===== src/rtl/data_inf_partition_burst_if.sv =====
// Purpose: bundles the descriptor, partition-pulse, beat and completion handshakes of the burst expander.
// Latency: none; wiring only.
// Backpressure: carries the valid/ready pairs unchanged between the two sides.
interface data_inf_partition_burst_if #(
  parameter int LSIZE  = 8,
  parameter int IDSIZE = 4,
  parameter int ASIZE  = 16
);
  logic                          desc_valid;
  logic                          desc_ready;
  logic [IDSIZE+4+ASIZE+LSIZE-1:0] desc_data;
  logic                          pp_valid;
  logic                          pp_ready;
  logic                          beat_valid;
  logic                          beat_ready;
  logic [IDSIZE+4-1:0]           beat_id;
  logic [ASIZE-1:0]              beat_addr;
  logic                          beat_last;
  logic                          cmpl_valid;
  logic                          cmpl_ready;
  logic [IDSIZE+4-1:0]           cmpl_id;
  logic                          stall_flag;

  // Expander side: consumes descriptors and pulses, produces beats and completions.
  modport slave (
    input  desc_valid, desc_data, pp_valid, beat_ready, cmpl_ready,
    output desc_ready, pp_ready, beat_valid, beat_id, beat_addr, beat_last,
           cmpl_valid, cmpl_id, stall_flag
  );

  // Surrounding logic: issues descriptors and pulses, sinks beats and completions.
  modport master (
    output desc_valid, desc_data, pp_valid, beat_ready, cmpl_ready,
    input  desc_ready, pp_ready, beat_valid, beat_id, beat_addr, beat_last,
           cmpl_valid, cmpl_id, stall_flag
  );
endinterface


===== src/rtl/data_inf_partition_burst.sv =====
// Purpose: expands {id,addr,len} descriptors into len+1 addressed beats and reports completion; optional stall watchdog via DATA_INF_PARTITION_TIMEOUT_EN.
// Latency: first beat one cycle after the descriptor handshake; completion one cycle after the last beat.
// Backpressure: beats hold while beat_ready is low; descriptors and partition pulses are only accepted when idle.
module data_inf_partition_burst #(
  parameter int LSIZE     = 8,
  parameter int IDSIZE    = 4,
  parameter int ASIZE     = 16,
  parameter int ADDR_STEP = 1,
  parameter int TIMEOUT   = 200
) (
  input  logic                        clock,
  input  logic                        rst,
  data_inf_partition_burst_if.slave   bus
);

  localparam int IW = IDSIZE + 4;

  typedef enum logic [1:0] {
    IDLE  = 2'd0,
    BURST = 2'd1,
    CMPL  = 2'd2
  } state_t;

  state_t           state;
  state_t           state_nxt;

  logic [IW-1:0]    id_q;
  logic [IW-1:0]    cmpl_id_q;
  logic [ASIZE-1:0] addr_q;
  logic [LSIZE-1:0] len_q;
  logic [LSIZE-1:0] cnt_q;

  logic             desc_rdy;
  logic             pp_rdy;
  logic             beat_vld;
  logic             cmpl_vld;
  logic             beat_lst;
  logic             desc_fire;
  logic             beat_fire;

  // Descriptor field split: len in the LSBs, then addr, id on top.
  logic [IW-1:0]    d_id;
  logic [ASIZE-1:0] d_addr;
  logic [LSIZE-1:0] d_len;

  assign d_len  = bus.desc_data[0 +: LSIZE];
  assign d_addr = bus.desc_data[LSIZE +: ASIZE];
  assign d_id   = bus.desc_data[LSIZE+ASIZE +: IW];

  // State register; reset abandons any burst without a completion.
  always_ff @(posedge clock) begin
    if (rst) state <= IDLE;
    else     state <= state_nxt;
  end

  // Next state and state-decoded handshake outputs.
  always_comb begin
    state_nxt = state;
    desc_rdy  = 1'b0;
    pp_rdy    = 1'b0;
    beat_vld  = 1'b0;
    cmpl_vld  = 1'b0;
    case (state)
      IDLE: begin
        // A partition pulse is simply absorbed; it only matters that it
        // waits here until no burst is in flight.
        desc_rdy = ~rst;
        pp_rdy   = ~rst;
        if (bus.desc_valid && !rst) state_nxt = BURST;
      end
      BURST: begin
        beat_vld = 1'b1;
        if (bus.beat_ready && (cnt_q == len_q)) state_nxt = CMPL;
      end
      CMPL: begin
        cmpl_vld = 1'b1;
        if (bus.cmpl_ready) state_nxt = IDLE;
      end
      default: state_nxt = IDLE;
    endcase
  end

  assign beat_lst  = beat_vld && (cnt_q == len_q);
  assign desc_fire = desc_rdy && bus.desc_valid;
  assign beat_fire = beat_vld && bus.beat_ready;

  // Descriptor capture, beat counter/address advance and completion id.
  always_ff @(posedge clock) begin
    if (rst) begin
      id_q      <= '0;
      cmpl_id_q <= '0;
      addr_q    <= '0;
      len_q     <= '0;
      cnt_q     <= '0;
    end else begin
      if (desc_fire) begin
        id_q   <= d_id;
        addr_q <= d_addr;
        len_q  <= d_len;
        cnt_q  <= '0;
      end else if (beat_fire) begin
        // Counter only feeds the last-beat compare, so wrap after the
        // final beat of a full-length burst is harmless.
        cnt_q  <= cnt_q + LSIZE'(1);
        addr_q <= addr_q + ASIZE'(ADDR_STEP);
        if (beat_lst) cmpl_id_q <= id_q;
      end
    end
  end

  assign bus.desc_ready = desc_rdy;
  assign bus.pp_ready   = pp_rdy;
  assign bus.beat_valid = beat_vld;
  assign bus.beat_last  = beat_lst;
  assign bus.beat_id    = id_q;
  assign bus.beat_addr  = addr_q;
  assign bus.cmpl_valid = cmpl_vld;
  assign bus.cmpl_id    = cmpl_id_q;

`ifdef DATA_INF_PARTITION_TIMEOUT_EN
  logic [9:0] stall_cnt;
  logic       stall_q;
  logic       stalling;

  assign stalling = beat_vld && !bus.beat_ready;

  // Watchdog: count consecutive stalled beat cycles; the flag sets on the
  // cycle the count passes TIMEOUT and stays until reset.
  always_ff @(posedge clock) begin
    if (rst) begin
      stall_cnt <= '0;
      stall_q   <= 1'b0;
    end else begin
      if (stalling) begin
        if (stall_cnt != 10'h3FF) stall_cnt <= stall_cnt + 10'd1;
      end else begin
        stall_cnt <= '0;
      end
      if (stalling && (stall_cnt >= 10'(TIMEOUT))) stall_q <= 1'b1;
    end
  end

  assign bus.stall_flag = stall_q;
`else
  assign bus.stall_flag = 1'b0;
`endif

endmodule


===== src/flat_wrapper.sv =====
// flat-port wrapper written by rule: the top's interface ports become plain ports
module data_inf_partition_burst_flat 
#(
  parameter int LSIZE     = 8,
  parameter int IDSIZE    = 4,
  parameter int ASIZE     = 16,
  parameter int ADDR_STEP = 1,
  parameter int TIMEOUT   = 200
)
  (clock, rst, bus_desc_valid, bus_desc_data, bus_pp_valid, bus_beat_ready, bus_cmpl_ready, bus_desc_ready, bus_pp_ready, bus_beat_valid, bus_beat_id, bus_beat_addr, bus_beat_last, bus_cmpl_valid, bus_cmpl_id, bus_stall_flag);
  data_inf_partition_burst_if #(.LSIZE(LSIZE), .IDSIZE(IDSIZE), .ASIZE(ASIZE)) bus_i ();
  input  logic clock;
  input  logic rst;
  input wire logic [$bits(bus_i.desc_valid)-1:0] bus_desc_valid;
  input wire logic [$bits(bus_i.desc_data)-1:0] bus_desc_data;
  input wire logic [$bits(bus_i.pp_valid)-1:0] bus_pp_valid;
  input wire logic [$bits(bus_i.beat_ready)-1:0] bus_beat_ready;
  input wire logic [$bits(bus_i.cmpl_ready)-1:0] bus_cmpl_ready;
  output wire logic [$bits(bus_i.desc_ready)-1:0] bus_desc_ready;
  output wire logic [$bits(bus_i.pp_ready)-1:0] bus_pp_ready;
  output wire logic [$bits(bus_i.beat_valid)-1:0] bus_beat_valid;
  output wire logic [$bits(bus_i.beat_id)-1:0] bus_beat_id;
  output wire logic [$bits(bus_i.beat_addr)-1:0] bus_beat_addr;
  output wire logic [$bits(bus_i.beat_last)-1:0] bus_beat_last;
  output wire logic [$bits(bus_i.cmpl_valid)-1:0] bus_cmpl_valid;
  output wire logic [$bits(bus_i.cmpl_id)-1:0] bus_cmpl_id;
  output wire logic [$bits(bus_i.stall_flag)-1:0] bus_stall_flag;
  assign bus_i.desc_valid = bus_desc_valid;
  assign bus_i.desc_data = bus_desc_data;
  assign bus_i.pp_valid = bus_pp_valid;
  assign bus_i.beat_ready = bus_beat_ready;
  assign bus_i.cmpl_ready = bus_cmpl_ready;
  assign bus_desc_ready = bus_i.desc_ready;
  assign bus_pp_ready = bus_i.pp_ready;
  assign bus_beat_valid = bus_i.beat_valid;
  assign bus_beat_id = bus_i.beat_id;
  assign bus_beat_addr = bus_i.beat_addr;
  assign bus_beat_last = bus_i.beat_last;
  assign bus_cmpl_valid = bus_i.cmpl_valid;
  assign bus_cmpl_id = bus_i.cmpl_id;
  assign bus_stall_flag = bus_i.stall_flag;
  data_inf_partition_burst #(.LSIZE(LSIZE), .IDSIZE(IDSIZE), .ASIZE(ASIZE), .ADDR_STEP(ADDR_STEP), .TIMEOUT(TIMEOUT)) u_core (.clock(clock), .rst(rst), .bus(bus_i));
endmodule

===== config.mk =====
export PLATFORM = sky130hd
export DESIGN_NAME = data_inf_partition_burst_flat
export DESIGN_NICKNAME = d
export VERILOG_FILES = /design/src/rtl/data_inf_partition_burst_if.sv /design/src/rtl/data_inf_partition_burst.sv /design/src/flat_wrapper.sv
export SDC_FILE = /design/constraint.sdc
export NUM_CORES = 1
export LEC_CHECK = 0
export BUFFER_PORTS_ARGS = -buffer_cell sky130_fd_sc_hd__buf_4
export CAP_MARGIN = 20
export CORE_ASPECT_RATIO = 1.4
export CORE_MARGIN = 2
export CORE_UTILIZATION = 50
export CTS_BUF_LIST = sky130_fd_sc_hd__clkbuf_16
export CTS_CLUSTER_SIZE = 10
export DETAILED_ROUTE_END_ITERATION = 7
export GPL_TIMING_DRIVEN = 0
export PLACE_DENSITY_LB_ADDON = 0.2
export SLEW_MARGIN = 20
export SYNTH_ARGS = -nofsm -noshare
export SYNTH_HDL_FRONTEND = slang
export SYNTH_SLANG_ARGS = --single-unit

===== constraint.sdc =====
create_clock -name clock -period 2.3 [get_ports clock]
set_clock_uncertainty 0.05 [all_clocks]
set_input_delay 0.115 -clock clock [delete_from_list [all_inputs] [get_ports clock]]
set_output_delay 0.115 -clock clock [all_outputs]
set_load 0.05 [all_outputs]

==> results.sh, run 1 <==
export IMPL_run_status="completed"
export IMPL_post_route_cells_drive_above_1_share_pct=24.9
export IMPL_worstSetupEndpointType="flip-flop"
export IMPL_fin_crit_sh_pct=90.8
export IMPL_crit_chain="ha_1 > and3_1 > clkbuf_1 > nand4_1 > buf_4 > or3_1 > a31oi_1"
export IMPL_power_density_mw_per_mm2=702
export IMPL_fmaxAchievable_ghz=0.479
export IMPL_setup_violations_final=0
export IMPL_peakVddDrop_mv=0.546
export IMPL_gp_congestion=0.767
export IMPL_layout_cells_non_filler=431
export IMPL_avgSynthCellArea_um2=8.38
export IMPL_synth_edff_count=0
export IMPL_cp_slowest_cell="dfxtp_1"
export IMPL_tightest_slew_ns=0.563
export IMPL_fillers=380
export IMPL_core_mm2=0.00446
export IMPL_clk_pin_slew_ns=0.07
export IMPL_clk_path_buf_depth=2
export IMPL_synthesis_nets=312
export IMPL_ys_ff_latch=50
export IMPL_start_kind="flip-flop"
export IMPL_antenna_found_initial=0
export IMPL_grt_pass1_wl_mm=9.65
export IMPL_vias=2306
export IMPL_totalWireLength_mm=5.84
export IMPL_dp_cells=407
export IMPL_gr_total_overflow=0
export IMPL_htreeDepth=2
export IMPL_drtIter0Drc=112
export IMPL_insertion_delay_ns=0.29
export IMPL_arrival_ns=2.25
export IMPL_maxSlewViolCount=0
export IMPL_start_util_pct=51.1
export IMPL_fin_crit_ns=2.09
export IMPL_port_buffers=73
export IMPL_area_growth_pct=41.8
export IMPL_rows=29
export IMPL_viasPerCell=5.35
export IMPL_fp_dieArea_mm2=0.00512
export IMPL_finish_net_count=408
export IMPL_cp_required_ns=2.46
export IMPL_die_x_um=61.1
export IMPL_diodes=0
export IMPL_finalSetupTns_ns=0
export IMPL_synth_cell_types=41
export IMPL_critical_path_max_stage_delay_ns=0.52
export IMPL_ys_warn_count=0
export IMPL_syn_inst=272
export IMPL_drtAntennaViolNets=0
export IMPL_cts_sinks=50
export IMPL_syn_cell_area_mm2=0.00228
export IMPL_max_slew_margin_pct=62.3
export IMPL_cts_root_buffer="clkbuf_16"
export IMPL_synth_ff_type="dfxtp_1"
export IMPL_cts_buffers_inserted=5
export IMPL_drcViolationCount=0
export IMPL_ios=76
export IMPL_final_cell_mix="77 x buf_4, 59 x nand2_1, 49 x dfxtp_1"
export IMPL_dpl_hpwl_mm=4.10
export IMPL_cts_tree="yes"
export IMPL_rsz0062_at_grt="false"
export IMPL_final_common_cell="buf_4"
export IMPL_hold_path_class="primary input to flip-flop"
export IMPL_dr_pass1_iters=4
export IMPL_grt_usage_pct=24.0
export IMPL_hold_ws_ns=0.0154
export IMPL_wire_per_inst_um=13.6
export IMPL_die_h_um=83.9
export IMPL_hold_violations=0
export IMPL_crit_path_max_fanout=8
export IMPL_synth_async_sr_flop_share_pct=0
export IMPL_path_class="flip-flop to flip-flop"
export IMPL_maxCapViolCount=0
export IMPL_grt_max_degree=15
export IMPL_fin_util_pct=72.4
export IMPL_grt_pass1_vias=2207
export IMPL_ys_seq_area_share_pct=43.9
export IMPL_p_leak_nw=1.38
metrics by stage:
stage          instance area (µm²)  worst slack (ns)  total power, W
2_1_floorplan                 2280            0.0549         0.00129
3_3_place_gp                  2910             0.204         0.00146
3_5_place_dp                  2910             0.137         0.00146
4_1_cts                       3220             0.113         0.00228
5_1_grt                       3230            0.0604         0.00235
6_report                      3230             0.211         0.00227
state kept, by name, summed over array words and instances (netlist names):
name                  cells
u_core.state              2
u_core.bus.cmpl_id        8
u_core.bus.beat_addr     16
u_core.bus.beat_id        8
u_core.len_q              8
u_core.cnt_q              8
layer usage:
layer | share of wire [%] | up-vias | GRT usage, %
li1 | - | 1165 | -
met1 | 43 | 1078 | 30.7
met2 | 51 | 57 | 40.1
met3 | 4.5 | 6 | 4.19
met4 | 1.2 | 0 | 6.72
met5 | 0 | - | 0
report_power, final:
group          internal, W  switching [W]
combinational     0.000182       0.000309
clock             0.000505       0.000298
sequential        0.000919      0.0000553
Yosys cell counts (all sizes together) (5+ instances only):
| library cell | number | area (µm²) |
|---|---|---|
| a21oi | 12 | 60.1 |
| a31oi | 9 | 56.3 |
| and4 | 5 | 43.8 |
| buf | 6 | 37.5 |
| clkbuf | 10 | 37.5 |
| dfxtp | 50 | 1000 |
| mux2i | 8 | 80.1 |
| nand2 | 59 | 221 |
| nand3 | 14 | 70.1 |
| nand4 | 9 | 71.3 |
| nor2 | 13 | 48.8 |
| o211ai | 5 | 37.5 |
| o21ai | 14 | 70.1 |
| or3 | 5 | 31.3 |
| xor2 | 12 | 105 |
critical path: cells and delay by family, from the launching register on:
family	cells	cell delay, ns
simple gates	3	0.62
flops	1	0.52
buf+inv	2	0.40
fa+ha+maj	1	0.26
compound gates	1	0.15
cells by family after synthesis:
group,Yosys count,share of synthesized area [%]
and+or+nand+nor,122,26.6
AOI/OAI and AO/OA,54,14.9
DFF,50,43.9
buffers and inverters,20,3.95
xor gates and xnor gates,15,5.77
muxes,8,3.51
adders and majority gates,2,1.10
other,1,0.165
path summary, 6_finish.rpt:
| check | slack (ns) | from | to | depth (start not counted) |
|---|---|---|---|---|
| hold reg to reg | 0.41 | u_core.bus.cmpl_id[2]$_SDFFE_PP0P_ | u_core.bus.cmpl_id[2]$_SDFFE_PP0P_ | 2 |
| setup / recovery | 0.21 | u_core.bus.beat_addr[1]$_SDFFE_PP0P_ | u_core.bus.beat_addr[12]$_SDFFE_PP0P_ | 7 |
| setup reg to reg | 0.21 | u_core.bus.beat_addr[1]$_SDFFE_PP0P_ | u_core.bus.beat_addr[12]$_SDFFE_PP0P_ | 7 |
| hold / removal | 0.02 | bus_desc_data[31] | u_core.bus.beat_id[7]$_SDFFE_PP0P_ | 3 |
final cells by class:
| type | instances | area [µm²] | area share, % |
|---|---|---|---|
| Inverter | 4 | 15.0 | 0.465 |
| Sequential cell | 50 | 1000 | 31.0 |
| Clock inverter | 3 | 37.5 | 1.16 |
| Clock buffer | 5 | 125 | 3.87 |
| Multi-Input combinational cell | 202 | 1190 | 36.9 |
| Tap cell | 62 | 77.6 | 2.40 |
| Timing Repair Buffer | 89 | 706 | 21.8 |
| Buffer | 16 | 75.1 | 2.32 |
timing repair:
item / in CTS / in global routing
endpoints found under the setup margin: 0 / 2
resized for setup: 0 / 1
endpoints found under the hold margin: 15 / 0
hold buffers: 15 / 0
setup buffers: 0 / 1
Note: power is estimated with default switching activity, not from simulation.
==> inputs of run 2 (changes only) <==
--- a/config.mk
+++ b/config.mk
@@ -8,7 +8,6 @@
 export BUFFER_PORTS_ARGS = -buffer_cell sky130_fd_sc_hd__buf_4
 export CAP_MARGIN = 20
 export CORE_ASPECT_RATIO = 1.4
-export CORE_MARGIN = 2
 export CORE_UTILIZATION = 50
 export CTS_BUF_LIST = sky130_fd_sc_hd__clkbuf_16
 export CTS_CLUSTER_SIZE = 10
==> run 2 against run 1 <==
Effect of this change: core utilization increased by 2.3 points; power increased by 0.25%; global-route usage increased by 1.6 points; non-clock buffer count decreased by 1; register-to-register slack got worse by 0.07 ns; sequential cell count unchanged; clock-buffer cell count unchanged; sequential share of layout area increased by 0.13 points; cell count decreased by 0.93%; critical path depth decreased by 1; critical path type unchanged; largest cell class unchanged; largest power group unchanged.
==> results.sh, run 2 (same netlist as run 1, synthesis figures left out) <==
export IMPL_cts_sinks=50
export IMPL_fmaxAchievable_ghz=0.463
export IMPL_fin_util_pct=74.7
export IMPL_grt_usage_pct=25.6
export IMPL_worstRegToRegCells=6
export IMPL_grt_pass1_wl_mm=9.54
export IMPL_core_mm2=0.00431
export IMPL_maxCapViolCount=0
export IMPL_wire_per_inst_um=13.8
export IMPL_maxSlewViolCount=0
export IMPL_diodes=0
export IMPL_drtIter0Drc=95
export IMPL_final_common_cell="buf_4"
export IMPL_die_h_um=81.9
export IMPL_start_kind="flip-flop"
export IMPL_worstSetupEndpointType="flip-flop"
export IMPL_finalSetupTns_ns=0
export IMPL_cp_slowest_cell="dfxtp_1"
export IMPL_fin_crit_sh_pct=93.9
export IMPL_dr_pass1_iters=5
export IMPL_cts_buffers_inserted=5
export IMPL_htreeDepth=2
export IMPL_gp_congestion=0.817
export IMPL_r2r_end="u_core.bus.beat_addr[12]$_SDFFE_PP0P_"
export IMPL_vias=2338
export IMPL_die_x_um=59.1
export IMPL_crit_path_max_fanout=8
export IMPL_finalPower_w=0.00227
export IMPL_hold_path_class="primary input to flip-flop"
export IMPL_rsz0062_at_grt="false"
export IMPL_setup_violations_final=0
export IMPL_cp_required_ns=2.46
export IMPL_place_area_mm2=0.00291
export IMPL_arrival_ns=2.32
export IMPL_dpl_hpwl_mm=4.12
export IMPL_hold_violations=0
export IMPL_cts_root_buffer="clkbuf_16"
export IMPL_fin_crit_ns=2.16
export IMPL_finalInstanceArea_mm2=0.00322
export IMPL_r2r_slack_ns=0.14
export IMPL_hold_ws_ns=0.0190
export IMPL_fillers=340
export IMPL_largest_reg_flops=16
export IMPL_whs_endpoint="u_core.bus.beat_id[6]$_SDFFE_PP0P_"
export IMPL_tightest_slew_ns=0.568
export IMPL_run_status="completed"
export IMPL_p_leak_nw=1.36
export IMPL_max_slew_margin_pct=61.8
export IMPL_critical_path_max_stage_delay_ns=0.52
export IMPL_path_class="flip-flop to flip-flop"
export IMPL_finish_net_count=407
export IMPL_worstHoldStart="bus_desc_data[30]"
export IMPL_peakVddDrop_mv=0.598
export IMPL_drcViolationCount=0
export IMPL_clk_pin_slew_ns=0.06
export IMPL_antenna_found_initial=0
export IMPL_start_util_pct=52.9
export IMPL_hold_depth=3
export IMPL_final_cell_mix="76 x buf_4, 59 x nand2_1, 49 x dfxtp_1"
export IMPL_totalWireLength_mm=5.89
export IMPL_rows=28
export IMPL_drtAntennaViolNets=0
export IMPL_post_route_cells_drive_above_1_share_pct=24.8
export IMPL_fp_dieArea_mm2=0.00483
export IMPL_ios=76
export IMPL_port_buffers=73
export IMPL_viasPerCell=5.48
export IMPL_clk_path_buf_depth=2
export IMPL_grt_max_degree=15
export IMPL_gr_total_overflow=0
export IMPL_power_density_mw_per_mm2=707
export IMPL_grt_pass1_vias=2116
export IMPL_crit_chain="ha_1 > and3_1 > clkbuf_1 > nand4_1 > or3_1 > a31oi_1"
export IMPL_insertion_delay_ns=0.29
export IMPL_cts_tree="yes"
export IMPL_post_cts_buffers=0
export IMPL_area_growth_pct=41.2
export IMPL_rr_startpoint="u_core.bus.beat_addr[1]$_SDFFE_PP0P_"
[run 2: critical path: cells and delay by family (launching register included)]
family,cells,cell delay [ns]
adder cells (fa/ha/maj),1,0.26
AND/OR/NAND/NOR,3,0.89
flip-flops,1,0.52
buffers and inverters,1,0.21
AO/OA/AOI/OAI,1,0.15
[run 2: worst max path at each step]
stage                                    startpoint                               endpoint  cells past startpoint
6_report       u_core.bus.beat_addr[1]$_SDFFE_PP0P_  u_core.bus.beat_addr[12]$_SDFFE_PP0P_                      6
5_1_grt        u_core.bus.beat_addr[1]$_SDFFE_PP0P_  u_core.bus.beat_addr[12]$_SDFFE_PP0P_                      6
4_1_cts        u_core.bus.beat_addr[0]$_SDFFE_PP0P_  u_core.bus.beat_addr[12]$_SDFFE_PP0P_                      6
3_5_place_dp   u_core.bus.beat_addr[0]$_SDFFE_PP0P_  u_core.bus.beat_addr[12]$_SDFFE_PP0P_                      6
3_3_place_gp   u_core.bus.beat_addr[0]$_SDFFE_PP0P_  u_core.bus.beat_addr[14]$_SDFFE_PP0P_                      6
2_1_floorplan  u_core.bus.beat_addr[0]$_SDFFE_PP0P_  u_core.bus.beat_addr[14]$_SDFFE_PP0P_                      6
[run 2: final cells by class]
cell class	count	area [µm²]	area share, %
Clock inverter	2	33.8	1.05
Tap cell	60	75.1	2.33
Inverter	4	15.0	0.467
Clock buffer	5	125	3.89
Timing Repair Buffer	88	698	21.7
Sequential cell	50	1000	31.2
Buffer	16	75.1	2.33
Multi-Input combinational cell	202	1190	37.1
[run 2: through the flow]
step / instances / worst slack [ns]
3_3_place_gp: 405 / 0.204
3_5_place_dp: 405 / 0.182
4_1_cts: 427 / 0.155
5_1_grt: 427 / 0.0114
6_report: 427 / 0.141
2_1_floorplan: 272 / 0.0549
[run 2: timing repair]
item	CTS	global route
endpoints found under the setup margin	0	2
resized for setup	0	1
hold buffers	15	0
endpoints found under the hold margin	15	0
[run 2: power breakdown]
| part | switching, W | total (W) | internal [W] |
|---|---|---|---|
| registers | 0.0000558 | 0.000974 | 0.000919 |
| logic | 0.000309 | 0.000492 | 0.000182 |
| clock network | 0.000305 | 0.000808 | 0.000503 |
[run 2: metal layers]
layer  global-route usage [%]  part of all wire [%]  vias to the layer above
met1                     31.1                    42                     1090
met4                     11.0                   1.7                        0
met2                     44.1                    51                       72
li1                         -                     -                     1164
met5                        0                     0                        -
met3                     3.94                   4.6                       12
==> inputs of run 3 (changes only) <==
--- a/config.mk
+++ b/config.mk
@@ -8,6 +8,7 @@
 export BUFFER_PORTS_ARGS = -buffer_cell sky130_fd_sc_hd__buf_4
 export CAP_MARGIN = 20
 export CORE_ASPECT_RATIO = 1.4
+export CORE_MARGIN = 5
 export CORE_UTILIZATION = 50
 export CTS_BUF_LIST = sky130_fd_sc_hd__clkbuf_16
 export CTS_CLUSTER_SIZE = 10
==> run 3 against run 2 <==
Effect of this change: cell area up 1.2%; largest power group unchanged; clock-buffer cell count is the same; wire length up 5.0%; sequential power about the same; worst setup slack better by 0.10 ns.
==> results.sh, run 3 (same netlist as run 1, synthesis figures left out) <==
export IMPL_run_status="completed"
export IMPL_grt_pass1_vias=2227
export IMPL_setup_violations_final=0
export IMPL_worstHoldStart="bus_desc_data[8]"
export IMPL_startpoint="u_core.bus.beat_addr[0]$_SDFFE_PP0P_"
export IMPL_maxSlewViolCount=0
export IMPL_critical_path_max_stage_delay_ns=0.44
export IMPL_viasPerCell=5.40
export IMPL_die_h_um=89.9
export IMPL_tightest_slew_ns=0.559
export IMPL_fin_crit_sh_pct=89.5
export IMPL_clk_path_buf_depth=2
export IMPL_start_kind="flip-flop"
export IMPL_area_growth_pct=42.9
export IMPL_clk_pin_slew_ns=0.07
export IMPL_finalInstanceArea_mm2=0.00326
export IMPL_max_slew_margin_pct=62.6
export IMPL_core_mm2=0.00446
export IMPL_power_density_mw_per_mm2=744
export IMPL_finish_net_count=407
export IMPL_maxCapViolCount=0
export IMPL_cts_tree="yes"
export IMPL_port_buffers=73
export IMPL_hold_violations=0
export IMPL_arrival_ns=2.22
export IMPL_r2r_end="u_core.bus.beat_addr[14]$_SDFFE_PP0P_"
export IMPL_die_x_um=67.1
export IMPL_fp_dieArea_mm2=0.00603
export IMPL_crit_path_max_fanout=9
export IMPL_place_area_mm2=0.00291
export IMPL_path_class="flip-flop to flip-flop"
export IMPL_cts_buffers_inserted=5
export IMPL_fin_util_pct=72.9
export IMPL_htreeDepth=2
export IMPL_start_util_pct=51.1
export IMPL_finalSetupTns_ns=0
export IMPL_dr_pass1_iters=4
export IMPL_largest_reg_flops=16
export IMPL_drtAntennaViolNets=0
export IMPL_drtIter0Drc=95
export IMPL_cts_sinks=50
export IMPL_post_route_cells_drive_above_1_share_pct=25.5
export IMPL_vias=2324
export IMPL_grt_usage_pct=21.1
export IMPL_gp_congestion=0.782
export IMPL_rsz0062_at_grt="false"
export IMPL_crit_chain="ha_1 > and3_1 > clkbuf_1 > nand4_1 > or3_1 > a31oi_1"
export IMPL_final_cell_mix="76 x buf_4, 59 x nand2_1, 48 x dfxtp_1"
export IMPL_worstRegToRegCells=6
export IMPL_grt_max_degree=17
export IMPL_p_leak_nw=1.38
export IMPL_rr_startpoint="u_core.bus.beat_addr[0]$_SDFFE_PP0P_"
export IMPL_diodes=0
export IMPL_drcViolationCount=0
export IMPL_cp_slowest_cell="dfxtp_2"
export IMPL_hold_path_class="primary input to flip-flop"
export IMPL_cts_root_buffer="clkbuf_16"
export IMPL_insertion_delay_ns=0.29
export IMPL_rows=29
export IMPL_cp_required_ns=2.47
export IMPL_fin_crit_ns=2.06
export IMPL_final_common_cell="buf_4"
export IMPL_gr_total_overflow=0
export IMPL_ios=76
export IMPL_r2r_slack_ns=0.24
export IMPL_wire_per_inst_um=14.4
export IMPL_antenna_found_initial=0
export IMPL_grt_pass1_wl_mm=10.1
export IMPL_worstSetupEndpointType="flip-flop"
export IMPL_peakVddDrop_mv=0.459
export IMPL_dpl_hpwl_mm=4.31
export IMPL_totalWireLength_mm=6.18
export IMPL_fmaxAchievable_ghz=0.486
export IMPL_crit_end="u_core.bus.beat_addr[14]$_SDFFE_PP0P_"
==> run 3: layout make-up <==
| class | instances | area (µm²) |
|---|---|---|
| Buffer | 16 | 75.1 |
| Clock buffer | 5 | 125 |
| Clock inverter | 3 | 68.8 |
| Fill cell | 373 | 1210 |
| Inverter | 4 | 15.0 |
| Multi-Input combinational cell | 202 | 1190 |
| Sequential cell | 50 | 1000 |
| Tap cell | 62 | 77.6 |
| Timing Repair Buffer | 88 | 698 |
==> run 3: routing by layer <==
metal | GRT usage (%) | vias up | share of wire (%) | wire length [µm]
li1 | - | 1166 | - | -
met3 | 4.11 | 5 | 5.8 | 357
met4 | 5.41 | 0 | 1.1 | 65
met5 | 0 | - | 0 | 0
met1 | 25.6 | 1086 | 39 | 2430
met2 | 36.9 | 67 | 54 | 3330
==> run 3: repair_timing <==
item	in CTS	in global routing
resized for setup	0	2
hold endpoints to repair	15	0
setup buffers	0	0
setup endpoints to repair	0	2
hold buffers	15	0
==> run 3: how the worst min path moves through the flow <==
stage	slack (ns)	to	cells after the start
final	0.03	u_core.bus.beat_addr[0]$_SDFFE_PP0P_	3
after CTS	0.03	u_core.bus.beat_addr[11]$_SDFFE_PP0P_	3
after global routing	0.03	u_core.bus.beat_id[7]$_SDFFE_PP0P_	3
after detailed placement	0.25	u_core.len_q[1]$_SDFFE_PP0P_	3
after global placement	0.25	u_core.len_q[6]$_SDFFE_PP0P_	3
after floorplan	0.16	u_core.len_q[0]$_SDFFE_PP0P_	2
==> run 3: where the power goes <==
group	switching [W]	leakage (nW)	internal, W
clock	0.000327	0.0940	0.000625
combinational	0.000312	0.878	0.000183
sequential	0.0000561	0.408	0.000919
==> run 3: critical path: cells and delay by family, from the launching register on <==
kind                       cells  cell delay [ns]
AOI/OAI and AO/OA              1             0.15
adders and majority gates      1             0.22
buffers and inverters          1             0.22
DFF                            1             0.44
and+or+nand+nor                3             0.90
==> run 3: per-stage QoR <==
stage | instances | setup slack [ns] | total power [W] | hold slack [ns]
4_1_cts | 430 | 0.128 | 0.00243 | 0.0336
3_5_place_dp | 407 | 0.132 | 0.00147 | 0.250
6_report | 430 | 0.242 | 0.00242 | 0.0325
5_1_grt | 430 | 0.0830 | 0.00251 | 0.0261
3_3_place_gp | 407 | 0.201 | 0.00146 | 0.250
2_1_floorplan | 272 | 0.0549 | 0.00129 | 0.164
